===== config.mk =====
export PLATFORM = sky130hd
export DESIGN_NAME = ctrl_seq
export DESIGN_NICKNAME = d
export VERILOG_FILES = /design/src/rtl/ctrl_seq_pkg.sv /design/src/rtl/ctrl_seq.sv
export SDC_FILE = /design/constraint.sdc
export NUM_CORES = 1
export LEC_CHECK = 0
export BUFFER_PORTS_ARGS = -buffer_cell sky130_fd_sc_hd__buf_2
export CAP_MARGIN = 20
export CORE_AREA = 2 2 43 45
export CTS_CLUSTER_DIAMETER = 30
export DETAILED_ROUTE_END_ITERATION = 7
export DIE_AREA = 0 0 45 47
export PLACE_DENSITY = 0.71
export SETUP_SLACK_MARGIN = 0.5
export SYNTH_ARGS = -nofsm -noshare
export SYNTH_HDL_FRONTEND = slang
export SYNTH_SLANG_ARGS = --single-unit

===== constraint.sdc =====
create_clock -name clk -period 1.76 [get_ports clk]
set_input_delay 0.264 -clock clk [delete_from_list [all_inputs] [get_ports clk]]
set_output_delay 0.264 -clock clk [all_outputs]
set_load 0.01 [all_outputs]

===== src/rtl/ctrl_seq_pkg.sv =====
// Shared definitions for the ctrl_seq instruction sequencer: field widths, opcodes,
// ALU operation encodings and the controller state enumeration.
package ctrl_seq_pkg;

  localparam int unsigned OpWDefault   = 8;
  localparam int unsigned AddrWDefault = 8;

  localparam int unsigned OpHlt = 0;
  localparam int unsigned OpLda = 1;
  localparam int unsigned OpSta = 2;
  localparam int unsigned OpAdd = 3;
  localparam int unsigned OpSub = 4;
  localparam int unsigned OpJmp = 5;
  localparam int unsigned OpJz  = 6;
  localparam int unsigned OpNop = 7;

  typedef enum logic [1:0] {
    AluPass = 2'b00,
    AluAdd  = 2'b01,
    AluSub  = 2'b10
  } alu_op_e;

  typedef enum logic [2:0] {
    StIdle,
    StFetch,
    StLoadIr,
    StDecode,
    StExecAddr,
    StExecData,
    StJump,
    StHalt
  } state_e;

endpackage


===== src/rtl/ctrl_seq.sv =====
// Moore sequencer for a simple accumulator machine: fetch, decode and execute strobes
// for the PC, IR, memory and accumulator, with a sticky halt/illegal-opcode state.
module ctrl_seq
  import ctrl_seq_pkg::*;
#(
  parameter int unsigned OP_W   = OpWDefault,
  parameter int unsigned ADDR_W = AddrWDefault
) (
  input  logic            clk,
  input  logic            nrst,
  input  logic            run,
  input  logic [OP_W-1:0] ir_opcode,
  input  logic            mem_ready,
  input  logic            acc_zero,
  output logic            pc_valid,
  output logic            ir_valid,
  output logic            mem_valid,
  output logic            acc_valid,
  output logic            pc_load,
  output logic            pc_inc,
  output logic            ir_load,
  output logic            acc_load,
  output logic            mem_rd,
  output logic            mem_wr,
  output logic [1:0]      alu_op,
  output logic            halted,
  output logic            err
);

  localparam logic [OP_W-1:0] HltOp = OP_W'(OpHlt);
  localparam logic [OP_W-1:0] LdaOp = OP_W'(OpLda);
  localparam logic [OP_W-1:0] StaOp = OP_W'(OpSta);
  localparam logic [OP_W-1:0] AddOp = OP_W'(OpAdd);
  localparam logic [OP_W-1:0] SubOp = OP_W'(OpSub);
  localparam logic [OP_W-1:0] JmpOp = OP_W'(OpJmp);
  localparam logic [OP_W-1:0] JzOp  = OP_W'(OpJz);
  localparam logic [OP_W-1:0] NopOp = OP_W'(OpNop);

  // The address field is decoded by the datapath, not here.
  logic unused_addr_w;
  assign unused_addr_w = ^ADDR_W;

  state_e          state_q, state_d;
  logic [OP_W-1:0] op_q, op_d;
  logic            err_q, err_d;

  always_ff @(posedge clk or negedge nrst) begin
    if (!nrst) begin
      state_q <= StIdle;
      op_q    <= '0;
      err_q   <= 1'b0;
    end else begin
      state_q <= state_d;
      op_q    <= op_d;
      err_q   <= err_d;
    end
  end

  always_comb begin
    state_d = state_q;
    op_d    = op_q;
    err_d   = err_q;
    case (state_q)
      StIdle:   if (run) state_d = StFetch;
      StFetch:  if (mem_ready) state_d = StLoadIr;
      StLoadIr: state_d = StDecode;
      StDecode: begin
        op_d = ir_opcode;
        case (ir_opcode)
          HltOp:                      state_d = StHalt;
          LdaOp, StaOp, AddOp, SubOp: state_d = StExecAddr;
          JmpOp:                      state_d = StJump;
          JzOp:                       state_d = acc_zero ? StJump : StFetch;
          NopOp:                      state_d = StFetch;
          default: begin
            state_d = StHalt;
            err_d   = 1'b1;
          end
        endcase
      end
      StExecAddr: begin
        if (mem_ready) state_d = (op_q == StaOp) ? StFetch : StExecData;
      end
      StExecData: state_d = StFetch;
      StJump:     state_d = StFetch;
      StHalt:     state_d = StHalt;
      default:    state_d = StIdle;
    endcase
  end

  // Strobes depend only on registered state; op_q selects read/write and ALU mode.
  always_comb begin
    pc_valid  = 1'b0;
    ir_valid  = 1'b0;
    mem_valid = 1'b0;
    acc_valid = 1'b0;
    pc_load   = 1'b0;
    pc_inc    = 1'b0;
    ir_load   = 1'b0;
    acc_load  = 1'b0;
    mem_rd    = 1'b0;
    mem_wr    = 1'b0;
    alu_op    = AluPass;
    halted    = 1'b0;
    case (state_q)
      StFetch: begin
        pc_valid = 1'b1;
        mem_rd   = 1'b1;
      end
      StLoadIr: begin
        mem_valid = 1'b1;
        ir_load   = 1'b1;
        pc_inc    = 1'b1;
      end
      StExecAddr: begin
        ir_valid = 1'b1;
        if (op_q == StaOp) mem_wr = 1'b1;
        else               mem_rd = 1'b1;
      end
      StExecData: begin
        mem_valid = 1'b1;
        acc_load  = 1'b1;
        if (op_q == AddOp)      alu_op = AluAdd;
        else if (op_q == SubOp) alu_op = AluSub;
        else                    alu_op = AluPass;
      end
      StJump: begin
        ir_valid = 1'b1;
        pc_load  = 1'b1;
      end
      StHalt:  halted = 1'b1;
      default: ;
    endcase
  end

  assign err = err_q;

endmodule


==> metrics.md, run 1 <==
| Metric | Value |
|---|---|
| Synthesized cell area | `703 um^2` |
| Kind of critical path | `flop to output port` |
| R2r startpoint | `state_q[1]` |
| Final instance area | `approximately 1300 um^2` |
| DP Area | `roughly 830 um^2` |
| Syn_nets | `87` |
| # IOs | `27` |
| WL final | `between 2 and 2.5 mm` |
| Number of global-route vias before repair | `about 750` |
| Final period util | `between 90% and 100%` |
| Routed Antenna Nets | `0` |
| Synthesized instance count | `74` |
| Multi-input logic area | `approximately 490 um^2` |
| DIE AREA | `2120 um^2` |
| CP startpoint | `op_q[5]` |
| Flop2flop setup slack | `a little under 0.3 ns` |
| Fmax | `599 MHz` |
| Worst VDD drop | `between 1 and 1.5 mV` |
| Critical path fanouts, max | `3` |
| Setup TNS | `0 ns` |
| Synth-to-layout area growth | `82.4%` |
| Top FF cell, synth | `dfrtp_1` |
| Total track usage | `a little over a fifth` |
| Starting density of the core | `42.6%` |
| Post-synth top cells | `12 x dfrtp_1, 9 x nor2_1, 8 x mux2_2, 4 x inv_1` |
| Arrival @ worst endpoint | `between 1 and 1.5 ns` |
| DRT iter0 DRCs | `3` |
| Number of cells on the worst reg-to-reg path | `6` |
| PwrDens | `around 1700 nW/um^2` |
| Vias per Instance | `approximately 5.3` |
| RSZ-0062 raised after global routing | `yes` |
| Nets | `approximately 140` |
| Clk buf depth | `2` |
| Port Buffer Count | `25` |
| First-pass GRT wire length | `3.20 mm` |
| Number of detailed-route iterations in the first pass | `4` |
| Die X | `approximately 45 um` |
| GPL Wtd Cong | `roughly 0.80` |
| Post-synth EDFFs | `0` |
| Post-synth ARST share | `between 90% and 100%` |
| ANT cells | `0` |
| Synth warn | `0` |
| Largest net degree at the start of global routing | `13` |
| Number of library cell types mapped by synthesis | `29` |
| DR DRC count | `0` |
| Register clock-pin slew on the reported worst setup and hold paths | `0.07 ns` |
| Initial antenna violation count | `0` |
| H-tree levels | `1` |
| Final core occ | `a little under 80%` |
| # fillers | `between 100 and 150` |
| Cell taking the most area after synthesis | `dfrtp_1` |
| Crit path capture | `mem_wr` |
| Share of cells above drive strength 1 | `just under 70%` |
| Root buffer cell | `clkbuf_4` |
| Seq cells post-synth | `12` |
| Final HPWL DP | `between 1 and 1.5 mm` |
| Clock sinks | `12` |
| Pins Over Slew Limit | `0` |
| Avg Inst Size Synth | `between 9 and 10 um^2` |
| Max-Cap Viols | `0` |
| Core area | `approximately 1700 um^2` |
| Floorplan die height | `47 um` |
| Top cell type's share of synthesized area | `approximately 43%` |
| Critical Path End Type | `output port` |
| CTS tree | `built` |
| Register area | `around 300 um^2` |
| Hold Violations, Final | `0` |
| Clk_lat worst skew | `0.27 ns` |
| Crit start category | `flop` |
| DR WL/cell | `14.8 um` |
| Seq/Total Area, Yosys | `42.7%` |
| Data required, critical path | `around 1.5 ns` |
| Fin Hold WS | `~0.24 ns` |
| Worst reg2reg path endpoint | `op_q[0]` |
| Most common cell in the netlist | `dfrtp_1` |
| Hold Crit Class | `primary input to flop` |
| Core Rows | `15` |
| Tmin final | `between 1.5 and 2 ns` |
| Top post-synthesis cells by area | `dfrtp_1 43%, mux2_2 13%, nor2_1 4.8%` |
| Status | `finished, final reports clean` |
| Total CTS buffers | `3` |
| Lkg Pwr | `0.652 nW` |
| Clock skew | `roughly 0.0045 ns` |
| GR Overflow Total | `0` |
| Count of final setup violators | `0` |
| Vias after detailed routing | `760` |
layout make-up:
class	count	area share, %
multi-input combinational	54	38.0
timing repair buffer	54	33.7
sequential	12	23.7
clock buffer	3	1.76
tap	17	1.66
inverter	4	1.17
how the worst min path moves through the flow:
stage / end / depth (start not counted) / slack (ns) / start
2_1_floorplan: err / 0 / -0.03 / nrst
3_3_place_gp: op_q[4] / 1 / 0.15 / nrst
3_5_place_dp: op_q[4] / 1 / 0.15 / nrst
4_1_cts: op_q[5] / 2 / 0.24 / ir_opcode[5]
5_1_grt: op_q[5] / 2 / 0.25 / ir_opcode[5]
6_report: op_q[5] / 2 / 0.24 / ir_opcode[5]
report_power, final:
part	internal, mW	switching, mW	leakage [nW]	total [mW]
clock	0.0791	0.0842	0.0138	0.163
sequential	0.409	0.121	0.131	0.531
combinational	0.907	0.544	0.506	1.45
total	1.40	0.750	0.652	2.15
critical path: stages, from the launching register on:
cell and delay [ns]:
dfrtp_1 0.39, nor2_2 0.15, and4_4 0.27, nor3b_2 0.17, buf_2 0.15
repair_timing:
item / in CTS / in global routing
gates cloned: 1 / 0
endpoints found under the hold margin: 12 / 0
hold buffers: 1 / 0
buffers inserted: 21 / 7
endpoints found under the setup margin: 22 / 23
pin swaps: 13 / 6
resized for setup: 39 / 10
cell usage in the layout, fill, tap and decap left out, types with 3 or more instances in the layout:
cell       n
buf_2     18
mux2_4     7
o21ai_0    3
dfrtp_1    9
nor2_1     5
nand2b_4   3
buf_4     19
buf_6     15
nor2_2     3
dfrtp_2    3
clkbuf_4   3
kinds of logic after synthesis:
family | Yosys count | synth area share [%]
DFF | 12 | 42.7
buffers and inverters | 9 | 6.76
muxes | 8 | 12.8
AOI/OAI and AO/OA | 12 | 11.4
and+or+nand+nor | 32 | 25.8
other | 1 | 0.533
per-layer routing:
metal  GRT usage, %  routed length [um]  share of wire, %  up-vias
met1           23.2                 813                38      364
met5              0                   0                 0        -
met3           4.23                  78               3.7        4
met4           10.6                  38               1.8        0
li1               -                   -                 -      368
met2           39.7                1200                56       24
per-stage QoR:
step	power, mW	cells	worst slack (ns)
floorplan	0.972	74	0.364
global placement	1.08	111	0.231
detailed placement	1.09	111	0.195
CTS	1.87	137	0.122
global route	2.27	144	0.00686
finish	2.15	144	0.0916
flip-flops by register name (all words and copies together) (netlist names):
signal and flops:
op_q 8, state_q 3, err 1
Note: power is estimated with default switching activity, not from simulation.
==> run 2, diff against run 1 <==
--- a/config.mk
+++ b/config.mk
@@ -5,13 +5,14 @@
 export SDC_FILE = /design/constraint.sdc
 export NUM_CORES = 1
 export LEC_CHECK = 0
+export ABC_AREA = 1
 export BUFFER_PORTS_ARGS = -buffer_cell sky130_fd_sc_hd__buf_2
 export CAP_MARGIN = 20
-export CORE_AREA = 2 2 43 45
+export CORE_AREA = 2 2 49 42
 export CTS_CLUSTER_DIAMETER = 30
 export DETAILED_ROUTE_END_ITERATION = 7
-export DIE_AREA = 0 0 45 47
-export PLACE_DENSITY = 0.71
+export DIE_AREA = 0 0 51 44
+export PLACE_DENSITY = 0.75
 export SETUP_SLACK_MARGIN = 0.5
 export SYNTH_ARGS = -nofsm -noshare
 export SYNTH_HDL_FRONTEND = slang
==> metrics.md, run 2 <==
| Metric | Value |
|---|---|
| Worst VDD drop | `0.783 mV` |
| Clock sinks | `12` |
| Clk buf depth | `2` |
| Lkg Pwr | `between 0.6 and 0.7 nW` |
| Seq cells post-synth | `12` |
| Synth warn | `0` |
| CP cell instances | `nor3_4 -> nand3_1 -> nand2_1 -> nand2_1 -> buf_2` |
| Power Total | `between 2 and 2.5 mW` |
| Arrival @ worst endpoint | `between 1 and 1.5 ns` |
| Vias after detailed routing | `just under 1000` |
| Post-synth EDFFs | `0` |
| Total track usage | `23.2%` |
| DRT iter0 DRCs | `40` |
| PwrDens | `1650 nW/um^2` |
| GR Overflow Total | `0` |
| Count of final setup violators | `0` |
| CTS tree | `built` |
| Critical path fanouts, max | `3` |
| Avg Inst Size Synth | `a little under 7 um^2` |
| Largest Register | `op_q` |
| Crit start category | `flop` |
| WL final | `2.81 mm` |
| Critical Path End Type | `output port` |
| Synthesized cell area | `a little over 800 um^2` |
| Slowest cell delay on critical path | `between 0.4 and 0.5 ns` |
| Bufs and invs on worst path | `1` |
| Max-Cap Viols | `0` |
| Kind of critical path | `flop to output port` |
| Floorplan die height | `between 40 and 50 um` |
| Worst path depth | `5` |
| CP max stage cell | `dfrtp_1` |
| # IOs | `27` |
| Fmax | `roughly 600 MHz` |
| Post-synth ARST share | `100%` |
| GPL Wtd Cong | `around 0.95` |
| Routed Antenna Nets | `0` |
| Share of cells above drive strength 1 | `a little over half` |
| Seq/Total Area, Yosys | `a little over a third` |
| Final HPWL DP | `between 1.5 and 2 mm` |
| Register clock-pin slew on the reported worst setup and hold paths | `roughly 0.070 ns` |
| Pins Over Slew Limit | `0` |
| Syn_nets | `approximately 130` |
| H-tree levels | `1` |
| Number of cells on the worst reg-to-reg path | `9` |
| Most common cell after layout, fill and taps aside | `nand2_1` |
| Number of library cell types mapped by synthesis | `28` |
| Die X | `51 um` |
| Clk_lat worst skew | `~0.26 ns` |
| Root buffer cell | `clkbuf_4` |
| Hold Violations, Final | `0` |
| Top post-synthesis cells by area | `dfrtp_1 37%, nand2_1 14%, inv_1 7.8%` |
| Cell taking the most area after synthesis | `dfrtp_1` |
| Final period util | `approximately 95%` |
| Tmin final | `approximately 1.7 ns` |
| Data required, critical path | `~1.5 ns` |
| Initial antenna violation count | `0` |
| Port Buffer Count | `25` |
| ANT cells | `0` |
| Number of detailed-route iterations in the first pass | `5` |
| First-pass GRT wire length | `approximately 4 mm` |
| DR DRC count | `0` |
| Status | `finished, final reports clean` |
| Most common cell in the netlist | `nand2_1` |
| RSZ-0062 raised after global routing | `yes` |
| DIE AREA | `between 2000 and 2500 um^2` |
| CP top delay family | `simple AND/OR/NAND/NOR gates` |
| Synth-to-layout area growth | `61.9%` |
| Number of global-route vias before repair | `around 900` |
| Top cell type's share of synthesized area | `between 30% and 40%` |
| Most used cell along the critical path | `nand2_1` |
| Vias per Instance | `around 5.2` |
| Nets | `between 150 and 200` |
| Setup TNS | `0 ns` |
| # fillers | `~110` |
| Core area | `approximately 1800 um^2` |
| Min-Delay Path Depth | `3` |
| Starting density of the core | `about 46%` |
| Total CTS buffers | `3` |
| DR WL/cell | `about 15 um` |
| Most frequent cells in the layout | `24 x nand2_1, 21 x buf_2, 13 x buf_6` |
| Largest register FFs | `8` |
| Hold Crit Class | `primary input to flop` |
| Top FF cell, synth | `dfrtp_1` |
| Clock skew | `between 0.002 and 0.0025 ns` |
| Post-synth top cells | `31 x nand2_1, 17 x inv_1, 12 x dfrtp_1, 11 x nor2_1, 10 x o21ai_0` |
| Core Rows | `14` |
| Largest net degree at the start of global routing | `13` |
| Synthesized instance count | `120` |
-- run 2: cell types whose count changed after synthesis, sizes merged, moves of 2 or more --
cell and delta:
nor2 +5, nand2 +29, nand3 +5, mux2 -8, nand2b -3, o21ai +8, inv +17, and3 -3
nor3 +2
-- run 2: kinds of logic (layout without fill, tap and decap cells) --
| group | after synthesis | count (layout) | synth area share (%) |
|---|---|---|---|
| simple gates | 64 | 64 | 36.1 |
| buf+inv | 25 | 68 | 13.0 |
| compound gates | 18 | 18 | 13.9 |
| flops | 12 | 12 | 36.6 |
| other cells | 1 | 1 | 0.457 |
-- run 2: per-stage QoR --
stage	utilization [%]	setup slack (ns)	hold WS, ns	instance area [um^2]	instances
after floorplan	-	0.510	-0.0316	838	120
after global placement	55.0	0.403	0.152	973	166
after detailed placement	55.0	0.346	0.154	973	166
after CTS	66.7	0.165	0.229	1180	179
after global routing	75.1	0.0354	0.251	1330	187
final	75.1	0.0802	0.224	1330	187
-- run 2: tightest hold or removal path: stages --
cell     delay [ns]
buf_2          0.09
nand2_1        0.04
o21ai_0        0.06
-- run 2: report_power, final --
| group | switching [mW] | internal, mW |
|---|---|---|
| clock network | 0.0861 | 0.0789 |
| registers | 0.143 | 0.407 |
| logic | 0.786 | 0.690 |
| total | 1.02 | 1.18 |
-- run 2: routing by layer --
metal	track usage [%]	up-vias	wire, um
met5	0	-	0
li1	-	464	-
met3	3.45	8	103
met2	40.5	30	1440
met4	9.73	0	81
met1	28.5	465	1180
-- run 2: layout make-up --
cell class	count	area, um^2	area share, %
clock buffer	3	22.5	1.69
inverter	21	83.8	6.31
tap	24	30.0	2.26
sequential	12	304	22.9
timing repair buffer	44	329	24.8
multi-input combinational	83	559	42.1
-- run 2: worst paths after layout --
kind / end / slack [ns] / from
max: mem_rd / 0.08 / op_q[7]
min: op_q[5] / 0.22 / ir_opcode[5]
max reg2reg: op_q[1] / 0.26 / state_q[1]
min reg2reg: err / 0.48 / err
max in group asynchronous: state_q[2] / 1.07 / nrst
min in group asynchronous: op_q[4] / 0.45 / nrst
-- run 2: what timing repair did --
action	CTS	global route
gates cloned	0	1
hold buffers	1	0
setup endpoints to repair	15	24
buffers inserted	9	7
resized for setup	30	30
pin swaps	11	12
hold endpoints to repair	12	0
==> run 3, diff against run 2 <==
--- a/config.mk
+++ b/config.mk
@@ -8,11 +8,11 @@
 export ABC_AREA = 1
 export BUFFER_PORTS_ARGS = -buffer_cell sky130_fd_sc_hd__buf_2
 export CAP_MARGIN = 20
-export CORE_AREA = 2 2 49 42
+export CORE_AREA = 2 2 44 46
 export CTS_CLUSTER_DIAMETER = 30
 export DETAILED_ROUTE_END_ITERATION = 7
-export DIE_AREA = 0 0 51 44
-export PLACE_DENSITY = 0.75
+export DIE_AREA = 0 0 46 48
+export PLACE_DENSITY = 0.76
 export SETUP_SLACK_MARGIN = 0.5
 export SYNTH_ARGS = -nofsm -noshare
 export SYNTH_HDL_FRONTEND = slang
==> constraint.sdc (replaced) <==
create_clock -name clk -period 1.76 [get_ports clk]
set_input_delay 0.352 -clock clk [delete_from_list [all_inputs] [get_ports clk]]
set_output_delay 0.352 -clock clk [all_outputs]
set_load 0.01 [all_outputs]
==> metrics.md, run 3 (same netlist as run 2, synthesis figures left out) <==
| Metric | Value |
|---|---|
| CP max stage cell | `dfrtp_1` |
| Clock sinks | `12` |
| Lkg Pwr | `0.681 nW` |
| Clk_lat worst skew | `approximately 0.27 ns` |
| Number of global-route vias before repair | `825` |
| Port Buffer Count | `25` |
| RSZ-0062 raised after global routing | `yes` |
| Max-Cap Viols | `0` |
| Failing checks | `negative setup slack` |
| Arrival @ worst endpoint | `between 1 and 1.5 ns` |
| ANT cells | `0` |
| H-tree levels | `1` |
| CTS tree | `built` |
| Clk buf depth | `2` |
| Vias per Instance | `approximately 5.3` |
| Initial antenna violation count | `0` |
| Floorplan die height | `between 40 and 50 um` |
| Most common cell after layout, fill and taps aside | `nand2_1` |
| Critical path fanouts, max | `4` |
| Register area | `between 300 and 400 um^2` |
| Total track usage | `22.3%` |
| # IOs | `27` |
| Bufs and invs on worst path | `3` |
| Final WS setup | `-0.00464 ns` |
| Slowest cell delay on critical path | `0.43 ns` |
| DR DRC count | `0` |
| Number of detailed-route iterations in the first pass | `4` |
| Final period util | `100%` |
| Largest net degree at the start of global routing | `13` |
| Most frequent cells in the layout | `25 x nand2_1, 21 x buf_2, 15 x buf_4` |
| WL final | `between 2 and 2.5 mm` |
| Nets | `180` |
| Core Rows | `15` |
| DR WL/cell | `around 13 um` |
| Data required, critical path | `1.41 ns` |
| PwrDens | `1590 nW/um^2` |
| CP top delay family | `flip-flops` |
| Status | `finished with violations` |
| Hold Violations, Final | `0` |
| Clock skew | `around 0.0055 ns` |
| Total CTS buffers | `3` |
| Synth-to-layout area growth | `59.8%` |
| Crit start category | `flop` |
| GR Overflow Total | `0` |
| Routed Antenna Nets | `0` |
| Final HPWL DP | `between 1 and 1.5 mm` |
| Share of cells above drive strength 1 | `49.7%` |
| DP Area | `approximately 980 um^2` |
| DRT iter0 DRCs | `31` |
| Count of final setup violators | `2` |
| Root buffer cell | `clkbuf_4` |
| Worst VDD drop | `between 0.9 and 1 mV` |
| Final core occ | `~78%` |
| Die X | `~46 um` |
| First-pass GRT wire length | `between 3 and 4 mm` |
| Setup TNS | `-0.00805 ns` |
| Kind of critical path | `flop to output port` |
| Starting density of the core | `between 40% and 50%` |
| DIE AREA | `2210 um^2` |
| Fmax | `around 570 MHz` |
| Flop2flop setup slack | `~0.23 ns` |
| Vias after detailed routing | `between 900 and 1000` |
| Tmin final | `1.76 ns` |
| Critical Path End Type | `output port` |
| Register clock-pin slew on the reported worst setup and hold paths | `0.07 ns` |
| Largest Register | `op_q` |
| Final instance area | `approximately 1300 um^2` |
| Hold Crit Class | `primary input to flop` |
| Core area | `around 1700 um^2` |
| Pre-CTS WS | `0.329 ns` |
| CP cell instances | `inv_1 -> nand2_2 -> nor2_4 -> inv_4 -> nor3b_4 -> buf_2` |
| GPL Wtd Cong | `about 0.86` |
| Multi-input logic area | `about 550 um^2` |
| # fillers | `116` |
| Largest register FFs | `8` |
| Pins Over Slew Limit | `0` |
## run 3: worst paths after layout
kind / depth (start not counted) / end / start
min in group asynchronous: 2 / op_q[3] / nrst
setup reg to reg: 7 / state_q[2] / state_q[1]
hold reg to reg: 1 / err / err
max in group asynchronous: 2 / state_q[2] / nrst
hold / removal: 3 / op_q[4] / ir_opcode[4]
setup / recovery: 6 / alu_op[1] / state_q[1]
## run 3: final cells by class
type	instances	share of cell area, %
Multi-Input combinational cell	83	42.0
Timing Repair Buffer	46	25.1
Tap cell	17	1.62
Sequential cell	12	23.0
Inverter	21	6.58
Clock buffer	3	1.72
## run 3: worst reg2reg max path, delay by kind of cell, from the launching register on
family          cells  cell delay, ns
simple gates        5            0.80
buf+inv             1            0.07
flops               1            0.43
compound gates      1            0.11
## run 3: timing repair
action	in CTS	in global routing
buffers inserted	14	4
pin swaps	4	5
resized for setup	16	24
hold endpoints to repair	12	0
gates cloned	0	1
setup endpoints to repair	15	24
hold buffers	1	0
## run 3: per-stage QoR
stage / hold slack, ns / cells / power (mW)
3_3_place_gp: 0.236 / 159 / 1.21
2_1_floorplan: 0.0564 / 120 / 1.03
5_1_grt: 0.327 / 182 / 2.20
4_1_cts: 0.303 / 177 / 1.70
3_5_place_dp: 0.242 / 159 / 1.23
6_report: 0.329 / 182 / 2.08
## run 3: report_power, final
| group | switching, mW | total (mW) | internal [mW] |
|---|---|---|---|
| Combinational | 0.724 | 1.37 | 0.647 |
| Sequential | 0.139 | 0.542 | 0.403 |
| Clock | 0.0867 | 0.166 | 0.0791 |
## run 3: metal layers
| layer | up-vias | GRT usage [%] | wire length [um] |
|---|---|---|---|
| met2 | 43 | 36.1 | 1200 |
| li1 | 470 | - | - |
| met1 | 439 | 27.2 | 1070 |
| met4 | 0 | 16.6 | 76 |
| met3 | 8 | 2.64 | 117 |
| met5 | - | 0 | 0 |
